## src/rtl/ui_event_pkg.sv

```systemverilog
// Shared types and default constants for the ui_in switch event receiver.
// One event records the debounced level vector and the bits that changed.
package ui_event_pkg;

    localparam int UI_WIDTH         = 8;
    localparam int UI_SYNC_STAGES   = 2;
    localparam int UI_STABLE_CYCLES = 4;
    localparam int UI_EV_FIFO_DEPTH = 4;

    typedef struct packed {
        logic [UI_WIDTH-1:0] level;
        logic [UI_WIDTH-1:0] mask;
    } ui_event_t;

endpackage

```

## src/rtl/ui_event_fifo.sv

```systemverilog
// Synchronous event FIFO with registered-only output (no fall-through).
// A push into a full queue is accepted only when a pop happens on the same edge.
module ui_event_fifo
    import ui_event_pkg::*;
#(
    parameter int DEPTH = UI_EV_FIFO_DEPTH
) (
    input  logic      clk,
    input  logic      reset,
    input  logic      push,
    input  ui_event_t push_data,
    output logic      full,
    input  logic      pop,
    output ui_event_t pop_data,
    output logic      empty
);

    localparam int AW = $clog2(DEPTH);

    ui_event_t       mem [DEPTH];
    logic [AW:0]     wr_q;
    logic [AW:0]     rd_q;
    logic            do_push;
    logic            do_pop;

    // The extra pointer bit distinguishes a full queue from an empty one.
    assign empty   = (wr_q == rd_q);
    assign full    = (wr_q[AW] != rd_q[AW]) && (wr_q[AW-1:0] == rd_q[AW-1:0]);
    assign do_pop  = pop && !empty;
    assign do_push = push && (!full || do_pop);

    assign pop_data = empty ? '0 : mem[rd_q[AW-1:0]];

    always_ff @(posedge clk) begin
        if (reset) begin
            wr_q <= '0;
            rd_q <= '0;
        end else begin
            if (do_push) wr_q <= wr_q + (AW+1)'(1);
            if (do_pop)  rd_q <= rd_q + (AW+1)'(1);
        end
    end

    always_ff @(posedge clk) begin
        if (do_push) mem[wr_q[AW-1:0]] <= push_data;
    end

endmodule

```

## src/rtl/ui_switch_event_rx.sv

```systemverilog
// Synchronises and debounces the ui_in pins, publishes the debounced levels,
// and queues one event per edge on which any debounced bit changes.
module ui_switch_event_rx
    import ui_event_pkg::*;
#(
    parameter int WIDTH         = UI_WIDTH,
    parameter int SYNC_STAGES   = UI_SYNC_STAGES,
    parameter int STABLE_CYCLES = UI_STABLE_CYCLES,
    parameter int FIFO_DEPTH    = UI_EV_FIFO_DEPTH
) (
    input  logic             clk,
    input  logic             reset,
    input  logic [WIDTH-1:0] ui_in,
    output logic [WIDTH-1:0] sw_state,
    output logic             ev_valid,
    input  logic             ev_ready,
    output logic [WIDTH-1:0] ev_level,
    output logic [WIDTH-1:0] ev_mask,
    output logic             ev_overflow,
    input  logic             overflow_clr
);

    localparam int              CW      = $clog2(STABLE_CYCLES + 1);
    localparam logic [CW-1:0]   CNT_MAX = CW'(STABLE_CYCLES - 1);

    logic [WIDTH-1:0] s;
    logic [WIDTH-1:0] flip;
    logic [WIDTH-1:0] sw_q;
    logic             ovf_q;
    logic             push;
    logic             fifo_full;
    logic             fifo_empty;
    logic             drop;
    ui_event_t        push_ev;
    ui_event_t        head_ev;

    for (genvar i = 0; i < WIDTH; i++) begin : g_bit
        logic [SYNC_STAGES-1:0] sync_q;
        logic [CW-1:0]          cnt_q;

        always_ff @(posedge clk) begin
            if (reset) sync_q <= '0;
            else       sync_q <= {sync_q[SYNC_STAGES-2:0], ui_in[i]};
        end

        assign s[i] = sync_q[SYNC_STAGES-1];

        // Counter restarts on agreement or after a flip, so every flip needs a full fresh run.
        always_ff @(posedge clk) begin
            if (reset)                                   cnt_q <= '0;
            else if ((s[i] == sw_q[i]) || (cnt_q == CNT_MAX)) cnt_q <= '0;
            else                                         cnt_q <= cnt_q + CW'(1);
        end

        assign flip[i] = (s[i] != sw_q[i]) && (cnt_q == CNT_MAX);
    end

    always_ff @(posedge clk) begin
        if (reset) sw_q <= '0;
        else       sw_q <= sw_q ^ flip;
    end

    assign push          = |flip;
    assign push_ev.level = sw_q ^ flip;
    assign push_ev.mask  = flip;

    ui_event_fifo #(
        .DEPTH (FIFO_DEPTH)
    ) u_fifo (
        .clk       (clk),
        .reset     (reset),
        .push      (push),
        .push_data (push_ev),
        .full      (fifo_full),
        .pop       (ev_ready),
        .pop_data  (head_ev),
        .empty     (fifo_empty)
    );

    assign drop = push && fifo_full && !(ev_ready && !fifo_empty);

    // A fresh drop takes priority over a clear on the same edge.
    always_ff @(posedge clk) begin
        if (reset)             ovf_q <= 1'b0;
        else if (drop)         ovf_q <= 1'b1;
        else if (overflow_clr) ovf_q <= 1'b0;
    end

    assign sw_state    = sw_q;
    assign ev_valid    = !fifo_empty;
    assign ev_level    = head_ev.level;
    assign ev_mask     = head_ev.mask;
    assign ev_overflow = ovf_q;

endmodule
```

## config.mk

```make
export PLATFORM = sky130hd
export DESIGN_NAME = ui_switch_event_rx
export DESIGN_NICKNAME = d
export VERILOG_FILES = /design/src/rtl/ui_event_pkg.sv /design/src/rtl/ui_event_fifo.sv /design/src/rtl/ui_switch_event_rx.sv
export SDC_FILE = /design/constraint.sdc
export NUM_CORES = 1
export LEC_CHECK = 0
export CORE_UTILIZATION = 58
export DETAILED_ROUTE_END_ITERATION = 12
export DONT_BUFFER_PORTS = 1
export GPL_TIMING_DRIVEN = 0
export PLACE_DENSITY = 0.74
export SLEW_MARGIN = 20
export SYNTH_ARGS = -nofsm -noshare
export SYNTH_HDL_FRONTEND = slang
export SYNTH_SLANG_ARGS = --single-unit
```

## constraint.sdc

```tcl
create_clock -name clk -period 5.7 [get_ports clk]
set_input_delay 1.425 -clock clk [delete_from_list [all_inputs] [get_ports clk]]
set_output_delay 1.425 -clock clk [all_outputs]
set_load 0.01 [all_outputs]
```

==> report_table.html <==
<table>
<tr><th>Metric</th><th>Value</th></tr>
<tr><th colspan="2">Run status</th></tr>
<tr><td>Outcome</td><td>completed</td></tr>
<tr><th colspan="2">Critical path</th></tr>
<tr><td>Endpoint kind of the worst setup timing path</td><td>output pin</td></tr>
<tr><td>Element type at the critical path start</td><td>register</td></tr>
<tr><td>Number of cells traversed by the worst register-to-register path</td><td>5</td></tr>
<tr><td>Data arrival time of the worst path</td><td>2.25 ns</td></tr>
<tr><td>Required time of the worst setup path</td><td>4.28 ns</td></tr>
<tr><td>CP Max Fanout</td><td>10</td></tr>
<tr><td>Crit Path Class</td><td>reg2out</td></tr>
<tr><th colspan="2">Hold path</th></tr>
<tr><td>Type of the worst min-delay path</td><td>reg2reg</td></tr>
<tr><td>Number of instances on the worst hold path</td><td>1</td></tr>
<tr><th colspan="2">Layout</th></tr>
<tr><td>Commonest cells after routing, fill and taps aside</td><td>64 x edfxtp_1, 57 x dfxtp_1, 31 x nor2_1</td></tr>
<tr><td>Nets@finish</td><td>375</td></tr>
<tr><td>Area growth from synthesis to final layout</td><td>16.1%</td></tr>
<tr><td>Fraction of final layout cells sized beyond drive strength 1</td><td>17.2%</td></tr>
<tr><td>Most common cell after layout, fill and taps aside</td><td>edfxtp_1</td></tr>
<tr><td>Inserted Diodes</td><td>0</td></tr>
<tr><th colspan="2">Logic synthesis</th></tr>
<tr><td>Total of flip-flops plus latches after synthesis</td><td>121</td></tr>
<tr><td>Number of warnings reported in the yosys synthesis log</td><td>0</td></tr>
<tr><td>Sequential element share of the synthesized area</td><td>65.8%</td></tr>
<tr><td>Mean instance size in the synthesized netlist</td><td>14.4 sq um</td></tr>
<tr><td>Mapped cell area</td><td>4660 sq um</td></tr>
<tr><td>Synthesized-area fraction occupied by and/or/nand/nor cells</td><td>12.2%</td></tr>
<tr><td>Mapped Nets</td><td>356</td></tr>
<tr><td>Ys async rst share</td><td>0%</td></tr>
<tr><td>Adder and majority cell fraction of the synthesized area</td><td>5.64%</td></tr>
<tr><td>XOR/XNOR share of the synthesized area</td><td>2.44%</td></tr>
<tr><td>Largest family of logic cells by synthesized area</td><td>simple AND/OR/NAND/NOR gates</td></tr>
<tr><td>Most used flip-flop cell after synthesis</td><td>edfxtp_1</td></tr>
<tr><td>Post-synth EDFFs</td><td>64</td></tr>
<tr><td>Multiplexer fraction of the synthesized cell area</td><td>10.7%</td></tr>
<tr><td>Fraction of the mapped netlist area in compound gates</td><td>0.806%</td></tr>
<tr><td>Gate count of the mapped netlist</td><td>323</td></tr>
<tr><td>Count of cell types in the netlist</td><td>31</td></tr>
<tr><th colspan="2">Global routing</th></tr>
<tr><td>Gr usage total</td><td>20.7%</td></tr>
<tr><td>Wire length of the first global-routing pass</td><td>12400 um</td></tr>
<tr><td>Maximum number of pins on one net before global-route repair</td><td>18</td></tr>
<tr><td>Number of global-route vias before repair</td><td>2552</td></tr>
<tr><td>Number of antenna violations at the first check in global routing</td><td>0</td></tr>
<tr><td>Final global-route overflow total</td><td>0</td></tr>
<tr><th colspan="2">Clock tree</th></tr>
<tr><td>Clock buffers created by TritonCTS</td><td>17</td></tr>
<tr><td>Post-cts hold buffer count</td><td>0</td></tr>
<tr><td>Number of buffers between clock root and the deepest sink</td><td>2</td></tr>
<tr><td>Clock insertion delay at the later pin of the skew report</td><td>0.52 ns</td></tr>
<tr><td>Post-cts resize count</td><td>0</td></tr>
<tr><td>Clock Sink Count</td><td>121</td></tr>
<tr><td>TritonCTS clock tree</td><td>done</td></tr>
<tr><td>Number of H-tree levels</td><td>4</td></tr>
<tr><td>Post-CTS Setup Bufs</td><td>0</td></tr>
<tr><td>Root buffer cell</td><td>clkbuf_8</td></tr>
<tr><td>Clock-pin slew on the worst setup and hold paths</td><td>0.06 ns</td></tr>
<tr><th colspan="2">Floorplanning</th></tr>
<tr><td>Number of placed I/O pins</td><td>38</td></tr>
<tr><td>Area enclosed by the die boundary</td><td>8390 sq um</td></tr>
<tr><td>Standard-cell rows</td><td>32</td></tr>
<tr><td>Starting Density</td><td>60.0%</td></tr>
<tr><td>Horiz. Die Dim</td><td>91.6 um</td></tr>
<tr><td>Y dimension of the die</td><td>91.6 um</td></tr>
<tr><td>Area of the core</td><td>7770 sq um</td></tr>
<tr><th colspan="2">Timing</th></tr>
<tr><td>Worst Max-Slew Pin Slew</td><td>0.820 ns</td></tr>
<tr><td>Final Hold Fails</td><td>0</td></tr>
<tr><td>Maximum operating frequency</td><td>272 MHz</td></tr>
<tr><td>Final setup skew</td><td>0.00786 ns</td></tr>
<tr><td>RSZ-0062 raised after global routing</td><td>false</td></tr>
<tr><td>Tmin final</td><td>3.67 ns</td></tr>
<tr><td>Final setup violation count</td><td>0</td></tr>
<tr><td>Max-Slew Margin vs Limit</td><td>45.3%</td></tr>
<tr><td>Period Utilization, post-route</td><td>64.5%</td></tr>
<tr><td>Number of slew-limit violations in the final report</td><td>0</td></tr>
<tr><td>Sum of negative setup slack</td><td>0 ns</td></tr>
<tr><th colspan="2">Power</th></tr>
<tr><td>Total leakage power</td><td>1.99 nW</td></tr>
<tr><td>PnR Total Power</td><td>2.05 mW</td></tr>
<tr><td>Worst vdd rail ir drop</td><td>0.270 mV</td></tr>
<tr><td>Power density normalized to cell area</td><td>379 nW/um^2</td></tr>
<tr><th colspan="2">Placed design</th></tr>
<tr><td>Count of buffers from port buffering</td><td>0</td></tr>
<tr><td>Global placement routability congestion</td><td>0.767</td></tr>
<tr><td>Post-DP HPWL</td><td>4990 um</td></tr>
<tr><th colspan="2">Detailed routing</th></tr>
<tr><td>Number of search-and-repair iterations in the first detailed-routing pass</td><td>4</td></tr>
<tr><td>Number of DRC violations after detailed-routing iteration 0</td><td>75</td></tr>
<tr><td>Vias per inst</td><td>5.32</td></tr>
<tr><td>Total Wirelength</td><td>7580 um</td></tr>
<tr><td>DR vias</td><td>2429</td></tr>
<tr><td>DR WL/cell</td><td>16.6 um</td></tr>
<tr><td>DRC errors left</td><td>0</td></tr>
<tr><td>Count of antenna-violating nets left after detailed routing</td><td>0</td></tr>
<tr><th colspan="2">Flow run</th></tr>
<tr><td>Max-Cap Viols</td><td>0</td></tr>
</table>
==> critical path, stage by stage (launching register included) <==
cell	delay, ns
dfxtp_1	0.42
xor2_1	0.20
or3b_1	0.13
clkbuf_1	0.33
clkbuf_1	0.40
and2_1	0.25
==> cell families (layout without fill, tap and decap cells) <==
family,Yosys count,in the layout
AOI/OAI and AO/OA,4,4
xor gates and xnor gates,13,13
adders and majority gates,21,21
buffers and inverters,28,60
DFF,121,121
muxes,28,28
and+or+nand+nor,108,108
==> layout make-up <==
| type | count | area [sq um] |
|---|---|---|
| clock inverters | 13 | 200 |
| inverters | 18 | 67.6 |
| clock buffers | 19 | 422 |
| fillers | 526 | 2360 |
| plain buffers | 10 | 43.8 |
| flip-flops and latches | 121 | 3060 |
| well taps | 102 | 128 |
| multi-input cells | 174 | 1480 |
==> cell usage after synthesis, types with 2 or more instances <==
library cell	number	area share, %
and2_1	19	2.6
and3_1	8	1.1
clkbuf_1	6	0.48
dfxtp_1	57	24
edfxtp_1	64	41
ha_1	21	5.6
inv_1	18	1.5
mux2_2	8	1.9
mux2_4	2	0.64
mux2i_1	2	0.43
mux4_2	16	7.7
nand2_1	17	1.4
nand2b_1	2	0.27
nor2_1	31	2.5
nor2b_1	25	3.4
xor2_1	12	2.3
==> final timing paths <==
kind	start	to	slack [ns]
hold / removal	g_bit[6].cnt_q[0]	g_bit[6].cnt_q[0]	0.42
setup reg to reg	sw_state[3]	u_fifo.mem[2][3]	3.42
hold reg to reg	g_bit[6].cnt_q[0]	g_bit[6].cnt_q[0]	0.42
setup / recovery	u_fifo.wr_q[0]	ev_level[2]	2.03
==> report_power, final <==
part / total, mW / internal [mW] / switching (mW)
clock network: 1.12 / 0.750 / 0.366
registers: 0.919 / 0.916 / 0.00289
logic: 0.0166 / 0.00617 / 0.0105
==> per-stage QoR <==
stage / util (%) / std cells / hold slack (ns) / worst slack [ns] / cell area [sq um]
after global routing: 69.6 / 457 / 0.435 / 1.83 / 5410
after CTS: 69.6 / 457 / 0.420 / 1.95 / 5410
after global placement: 61.6 / 425 / 0.404 / 2.59 / 4790
after floorplan: - / 323 / 0.397 / 2.85 / 4660
final: 69.6 / 457 / 0.421 / 2.03 / 5410
after detailed placement: 61.6 / 425 / 0.414 / 2.49 / 4790
==> layer usage <==
metal | part of all wire, % | wire [um] | track usage [%] | vias up
li1 | - | - | - | 1159
met1 | 44 | 3330 | 24.2 | 1206
met2 | 50 | 3800 | 34.6 | 53
met3 | 4.9 | 368 | 7.30 | 11
met4 | 1.1 | 83 | 8.60 | 0
met5 | 0 | 0 | 0 | -
==> state kept, by name, indices dropped and copies added (netlist names), named ones only <==
| register | flops |
|---|---|
| ev_overflow | 1 |
| g_bit.cnt_q | 24 |
| g_bit.sync_q | 16 |
| sw_state | 8 |
| u_fifo.mem | 64 |
| u_fifo.rd_q | 3 |
| u_fifo.wr_q | 3 |
Power figures use the tool's default switching activity.
